### config.mk
export PLATFORM = sky130hd
export DESIGN_NAME = mult_div_unit
export DESIGN_NICKNAME = d
export VERILOG_FILES = /design/src/rtl/mdu_pkg.sv /design/src/rtl/mdu_sign_adjust.sv /design/src/rtl/mult_div_unit.sv
export SDC_FILE = /design/constraint.sdc
export NUM_CORES = 1
export LEC_CHECK = 0
export ABC_AREA = 1
export CORE_MARGIN = 2
export CORE_UTILIZATION = 47
export CTS_BUF_LIST = sky130_fd_sc_hd__clkbuf_4 sky130_fd_sc_hd__clkbuf_8
export DETAILED_ROUTE_END_ITERATION = 10
export HOLD_SLACK_MARGIN = 0.05
export PLACE_DENSITY = 0.75
export SYNTH_ARGS = -nofsm -noshare
export SYNTH_HDL_FRONTEND = slang
export SYNTH_SLANG_ARGS = --single-unit
### constraint.sdc
create_clock -name clk -period 2.65 [get_ports clk]
set_input_delay 0.265 -clock clk [delete_from_list [all_inputs] [get_ports clk]]
set_output_delay 0.265 -clock clk [all_outputs]
set_load 0.01 [all_outputs]
### src/rtl/mdu_pkg.sv
// rtl/mdu_pkg.sv - shared constants, op encodings and FSM states for the multiply/divide unit
package mdu_pkg;

    localparam int MDU_WIDTH = 32;
    localparam int CNT_W     = $clog2(MDU_WIDTH);

    localparam logic [1:0] OP_MULTU = 2'b00;
    localparam logic [1:0] OP_MULT  = 2'b01;
    localparam logic [1:0] OP_DIVU  = 2'b10;
    localparam logic [1:0] OP_DIV   = 2'b11;

    typedef enum logic [1:0] {
        IDLE = 2'd0,
        RUN  = 2'd1,
        DONE = 2'd2
    } state_t;

endpackage

### src/rtl/mdu_sign_adjust.sv
// rtl/mdu_sign_adjust.sv - operand magnitude extraction and final result sign correction
//
// Ports:
//   a, b       raw operands from the register file
//   is_signed  operation treats operands as two's complement
//   a_mag/b_mag, a_neg/b_neg  magnitudes and sign flags to be latched
//   raw        unsigned iteration result {upper, lower}
//   is_div     raw holds {remainder, quotient} rather than a product
//   sa, sb     latched operand sign flags
//   res_hi/res_lo  sign-corrected values for HI/LO
module mdu_sign_adjust
    import mdu_pkg::*;
#(
    parameter int WIDTH = MDU_WIDTH
) (
    input  logic [WIDTH-1:0]   a,
    input  logic [WIDTH-1:0]   b,
    input  logic               is_signed,
    output logic [WIDTH-1:0]   a_mag,
    output logic [WIDTH-1:0]   b_mag,
    output logic               a_neg,
    output logic               b_neg,
    input  logic [2*WIDTH-1:0] raw,
    input  logic               is_div,
    input  logic               sa,
    input  logic               sb,
    output logic [WIDTH-1:0]   res_hi,
    output logic [WIDTH-1:0]   res_lo
);

    logic [2*WIDTH-1:0] raw_neg;

    always_comb begin
        a_neg   = is_signed & a[WIDTH-1];
        b_neg   = is_signed & b[WIDTH-1];
        a_mag   = a_neg ? -a : a;
        b_mag   = b_neg ? -b : b;
        raw_neg = -raw;
        res_hi  = raw[2*WIDTH-1:WIDTH];
        res_lo  = raw[WIDTH-1:0];
        if (is_div) begin
            // Quotient takes the XOR of signs; remainder follows the dividend.
            if (sa ^ sb) res_lo = -raw[WIDTH-1:0];
            if (sa)      res_hi = -raw[2*WIDTH-1:WIDTH];
        end else if (sa ^ sb) begin
            res_hi = raw_neg[2*WIDTH-1:WIDTH];
            res_lo = raw_neg[WIDTH-1:0];
        end
    end

endmodule

### src/rtl/mult_div_unit.sv
// rtl/mult_div_unit.sv - iterative MULT/MULTU/DIV/DIVU unit with HI/LO registers
//
// Build option: MDU_DIVIDER_EN (define to build the divide datapath; when
// undefined, divide ops complete immediately leaving HI/LO untouched).
//
// Ports:
//   clk, rst_n       clock, asynchronous active-low reset
//   start, op        request and operation (00 MULTU, 01 MULT, 10 DIVU, 11 DIV)
//   A, B             operands (dividend, divisor for divide)
//   busy, done       iterating / one-cycle completion pulse
//   hi, lo           result registers
//   div_by_zero      qualifies done for a divide by zero
module mult_div_unit
    import mdu_pkg::*;
#(
    parameter int WIDTH = MDU_WIDTH
) (
    input  logic             clk,
    input  logic             rst_n,
    input  logic             start,
    input  logic [1:0]       op,
    input  logic [WIDTH-1:0] A,
    input  logic [WIDTH-1:0] B,
    output logic             busy,
    output logic             done,
    output logic [WIDTH-1:0] hi,
    output logic [WIDTH-1:0] lo,
    output logic             div_by_zero
);

    localparam int CW = $clog2(WIDTH);

    state_t             state;
    logic [CW-1:0]      cnt;
    // Shared iteration register: {partial product, multiplier} or {remainder, quotient}.
    logic [2*WIDTH-1:0] acc;
    logic [2*WIDTH-1:0] acc_next;
    logic [2*WIDTH-1:0] mul_next;
    logic [WIDTH:0]     mul_sum;
    logic [WIDTH-1:0]   opb;
    logic               sa, sb;
    logic [WIDTH-1:0]   a_mag, b_mag;
    logic               a_neg, b_neg;
    logic [WIDTH-1:0]   res_hi, res_lo;
    logic               is_div_sel;
    logic               op_is_div;
    logic               op_is_signed;

`ifdef MDU_DIVIDER_EN
    logic               is_div_q;
    logic [WIDTH-1:0]   a_raw;
    logic               b_zero;
    logic [WIDTH:0]     div_shift;
    logic [WIDTH+1:0]   div_diff;
    logic [2*WIDTH-1:0] div_next;
`endif

    assign op_is_div    = (op == OP_DIVU) || (op == OP_DIV);
    assign op_is_signed = (op == OP_MULT) || (op == OP_DIV);

    always_comb begin
        mul_sum  = {1'b0, acc[2*WIDTH-1:WIDTH]} + (acc[0] ? {1'b0, opb} : '0);
        mul_next = {mul_sum, acc[WIDTH-1:1]};
`ifdef MDU_DIVIDER_EN
        // Restoring step: shift the next dividend bit into the remainder and
        // keep the subtraction only if it did not go negative.
        div_shift = {acc[2*WIDTH-1:WIDTH], acc[WIDTH-1]};
        div_diff  = {1'b0, div_shift} - {2'b00, opb};
        if (!div_diff[WIDTH+1])
            div_next = {div_diff[WIDTH-1:0], acc[WIDTH-2:0], 1'b1};
        else
            div_next = {div_shift[WIDTH-1:0], acc[WIDTH-2:0], 1'b0};
        acc_next   = is_div_q ? div_next : mul_next;
        is_div_sel = is_div_q;
`else
        acc_next   = mul_next;
        is_div_sel = 1'b0;
`endif
    end

    mdu_sign_adjust #(.WIDTH(WIDTH)) u_sign_adjust (
        .a         (A),
        .b         (B),
        .is_signed (op_is_signed),
        .a_mag     (a_mag),
        .b_mag     (b_mag),
        .a_neg     (a_neg),
        .b_neg     (b_neg),
        .raw       (acc_next),
        .is_div    (is_div_sel),
        .sa        (sa),
        .sb        (sb),
        .res_hi    (res_hi),
        .res_lo    (res_lo)
    );

    always_ff @(posedge clk or negedge rst_n) begin
        if (!rst_n) begin
            state       <= IDLE;
            cnt         <= '0;
            acc         <= '0;
            opb         <= '0;
            sa          <= 1'b0;
            sb          <= 1'b0;
            busy        <= 1'b0;
            done        <= 1'b0;
            div_by_zero <= 1'b0;
            hi          <= '0;
            lo          <= '0;
`ifdef MDU_DIVIDER_EN
            is_div_q    <= 1'b0;
            a_raw       <= '0;
            b_zero      <= 1'b0;
`endif
        end else begin
            case (state)
                IDLE: begin
                    done        <= 1'b0;
                    div_by_zero <= 1'b0;
                    if (start) begin
                        cnt <= '0;
                        acc <= {{WIDTH{1'b0}}, a_mag};
                        opb <= b_mag;
                        sa  <= a_neg;
                        sb  <= b_neg;
`ifdef MDU_DIVIDER_EN
                        is_div_q <= op_is_div;
                        a_raw    <= A;
                        b_zero   <= (B == '0);
                        state    <= RUN;
                        busy     <= 1'b1;
`else
                        if (op_is_div) begin
                            state <= DONE;
                            done  <= 1'b1;
                        end else begin
                            state <= RUN;
                            busy  <= 1'b1;
                        end
`endif
                    end
                end
                RUN: begin
                    acc <= acc_next;
                    cnt <= cnt + CW'(1);
                    if (cnt == CW'(WIDTH-1)) begin
                        state <= DONE;
                        busy  <= 1'b0;
                        done  <= 1'b1;
`ifdef MDU_DIVIDER_EN
                        if (is_div_q && b_zero) begin
                            hi          <= a_raw;
                            lo          <= '1;
                            div_by_zero <= 1'b1;
                        end else begin
                            hi <= res_hi;
                            lo <= res_lo;
                        end
`else
                        hi <= res_hi;
                        lo <= res_lo;
`endif
                    end
                end
                DONE: begin
                    state       <= IDLE;
                    done        <= 1'b0;
                    div_by_zero <= 1'b0;
                end
                default: begin
                    state <= IDLE;
                    busy  <= 1'b0;
                    done  <= 1'b0;
                end
            endcase
        end
    end

endmodule

==> results of run 1 <==
state kept, by name, summed over array words and instances, names as in the netlist:
| signal | cells |
|---|---|
| done | 1 |
| busy | 1 |
| lo | 32 |
| opb | 32 |
| sb | 1 |
| cnt | 5 |
| acc | 64 |
| state | 2 |
| hi | 32 |
| sa | 1 |
per-stage QoR:
step	instance area [sq um]	utilization [%]	setup slack, ps	setup TNS (ps)
CTS	16800	62.8	-140	-1450
global route	17500	65.2	-408	-8540
floorplan	12800	-	3.01	0
detailed placement	15500	57.9	-381	-6210
global placement	15500	57.9	-372	-5950
finish	17500	65.2	-238	-3840
synth_stat cells (all sizes together):
cell type | number | area, sq um
dfrtp | 171 | 4280
nor4 | 14 | 87.6
clkinv | 3 | 11.3
a22oi | 1 | 7.51
nor2 | 178 | 763
ha | 37 | 463
nand3 | 101 | 548
buf | 9 | 53.8
o21ai | 205 | 1030
xnor2 | 22 | 193
clkbuf | 49 | 184
nor3 | 15 | 85.1
nand2 | 670 | 2590
a21o | 3 | 22.5
a22o | 2 | 17.5
xor2 | 72 | 631
fa | 1 | 20.0
conb | 1 | 3.75
o221ai | 3 | 26.3
nand3b | 11 | 82.6
a21oi | 36 | 188
and2 | 4 | 25.0
or2 | 6 | 37.5
a31oi | 6 | 37.5
inv | 264 | 991
o211ai | 12 | 90.1
nor3b | 1 | 7.51
o31ai | 6 | 45.0
o21bai | 3 | 22.5
nand4 | 29 | 181
power by group through the flow:
stage	registers, uW	clock network [uW]	logic (uW)
floorplan	3810	0	6740
global placement	4100	0	10800
detailed placement	4110	0	11000
CTS	4120	2040	12400
global route	4250	2150	15000
finish	4180	2040	13700
critical path, cell delays in order (launching register included):
cell and delay, ps:
dfrtp_2 500, buf_12 170, buf_12 130, nand2_1 60
inv_1 70, ha_4 300, nand2_2 90, nor2_2 140
nand2_1 80, inv_1 90, nand2_2 60, nand3b_1 250
nand2_2 170, buf_4 170, nand3_1 70, nand2_1 70
nand2_2 120, inv_2 40, nand2_1 50, nand2_1 50
nand3_1 70, nand2_1 50
per-layer routing:
layer | track usage [%] | vias up | wire [um]
li1 | - | 6697 | -
met1 | 40.1 | 6333 | 18900
met2 | 49.2 | 441 | 19800
met3 | 3.79 | 108 | 2260
met4 | 14.1 | 0 | 2140
met5 | 0 | - | 0
worst min path at each step:
stage	from	endpoint	slack [ps]	depth (start not counted)
2_1_floorplan	rst_n	acc[0]	-30	0
4_1_cts	rst_n	acc[59]	270	2
5_1_grt	rst_n	acc[59]	290	2
3_3_place_gp	rst_n	acc[56]	230	1
3_5_place_dp	rst_n	acc[59]	230	1
6_report	rst_n	acc[59]	290	2
placed cells by master (no fill, tap or decap), drive strengths merged, types with 37 or more instances in the layout:
master | netlist | layout
dfrtp | 171 | 171
ha | 37 | 37
nand3 | 101 | 101
inv | 264 | 271
nor2 | 178 | 178
buf | 9 | 194
o21ai | 205 | 205
nand2 | 670 | 670
clkdlybuf4s50 | 0 | 133
xor2 | 72 | 72
area by class of cell:
class / count / share of cell area, %
inverter: 267 / 5.77
tap: 341 / 2.44
timing repair buffer: 330 / 16.8
multi-input combinational: 1439 / 48.0
clock inverter: 14 / 0.982
clock buffer: 18 / 1.42
sequential: 171 / 24.5
kinds of logic after synthesis:
| family | after synthesis | share of synthesized area, % |
|---|---|---|
| compound gates | 277 | 11.7 |
| xor+xnor | 94 | 6.47 |
| fa+ha+maj | 38 | 3.80 |
| buf+inv | 325 | 9.75 |
| flops | 171 | 33.6 |
| other cells | 1 | 0.0295 |
| simple gates | 1029 | 34.7 |
timing repair:
item	4_1_cts	5_1_grt
setup buffers	23	13
gates cloned	0	2
gates resized for setup	156	134
endpoints found under the setup margin	27	36
hold buffers	1	0
pin swaps	32	36
hold endpoints to repair	38	0
==> metrics.cfg, run 1 <==
[power_and_ir_drop]
p_total_uw = 20000
power.static_leakage_uw = 0.00862
switching_share_pct = 50.3
pwr-share-comb_pct = 68.8
powerDensity_nw_per_um2 = 1140
p_int_uw = 9910
clkPwrFrac_pct = 10.2
p_seq_share_pct = 21.0
peakVddDrop_mv = 0.670
switchingPower_uw = 10000

[floorplanning]
die_w_um = 169
num_rows = 60
initial_core_util_pct = 47.5
io_pins = 136
coreArea_sq_um = 26800
dieArea_sq_um = 28400
dieHeight_um = 169

[worst_setup_path]
r2r_start = acc[0]
crit_start = acc[0]
worstPathRequired_ps = 3030
path_class = flip-flop to flip-flop
crit_arrival_ps = 3260
r2r_slack_ps = -240
worstRegToRegCells = 21
crit_path_end = hi[26]
cp-start-kind = flip-flop
reg2reg_to = hi[26]
end_kind = flip-flop
crit_fanout = 9

[global_route]
grt_first_pass_wirelength_mm = 67.7
grt.total_usage_pct = 30.1
grt_overflow_total = 0
grt_pass1_vias = 13058
antenna_found_initial = 0
grt_max_degree = 77

[logic_synthesis]
synth_cells = 1935
ys_seq_elements = 171
avgSynthCellArea_sq_um = 6.57
synth_nets = 2042
ys_seq_area_share_pct = 33.6
syn-cell-area_sq_um = 12700
synth_warnings = 0
synthDistinctLibCells = 44

[cts]
cts.sink_count = 171
htreeDepth = 4
cts_tree = yes
clock_path_buffers = 2
cts_root_buffer = clkbuf_8
path_clk_slew_ps = 110
clk-insertion-delay-late_ps = 480
numCtsBuffers = 17

[sta]
hold-worst-slack_ps = 286
fin_crit_sh_pct = 109
relSlewSlack_pct = 56.2
setup_viol = 24
maxClockFrequency_mhz = 346
fin_skew_ps = 19.1
rsz0062_at_grt = true
period_needed_ps = 2890
worst_slew_pin_slew_ps = 658
hold_violations = 0
fin_ws_ps = -238
final_max_slew_viol_count = 0

[cells_and_area]
multi_input_area_sq_um = 8390
drive_above_1_share_pct = 23.5
regArea_sq_um = 4280
area_growth_pct = 37.3
diodes = 0
fillers = 2353
fin_cells = 2580
layout.nets = 2333

[detailed_routing]
wl_per_cell_um = 16.7
via_per_inst = 5.26
drtAntennaViolNets = 0
drc = 0
first_pass_iters = 8
drtIter0Drc = 1196
num_vias = 13579
totalWireLength_mm = 43.1

[hold_path]
hold_path.class = input port to async pin

[run]
maxCapViolations = 0

[outcome]
status = finished with violations
violations = negative setup slack

[place]
dp_cells = 2509
gp_congestion = 0.995
io_buffers = 134
dp_hpwl_mm = 32.3

Note: power is estimated with default switching activity, not from simulation.
==> run 2, diff against run 1 <==
CAP_MARGIN = 5   (was unset)
==> results of run 2 <==
The final DEF is identical to that of run 1; final timing and power are the same.
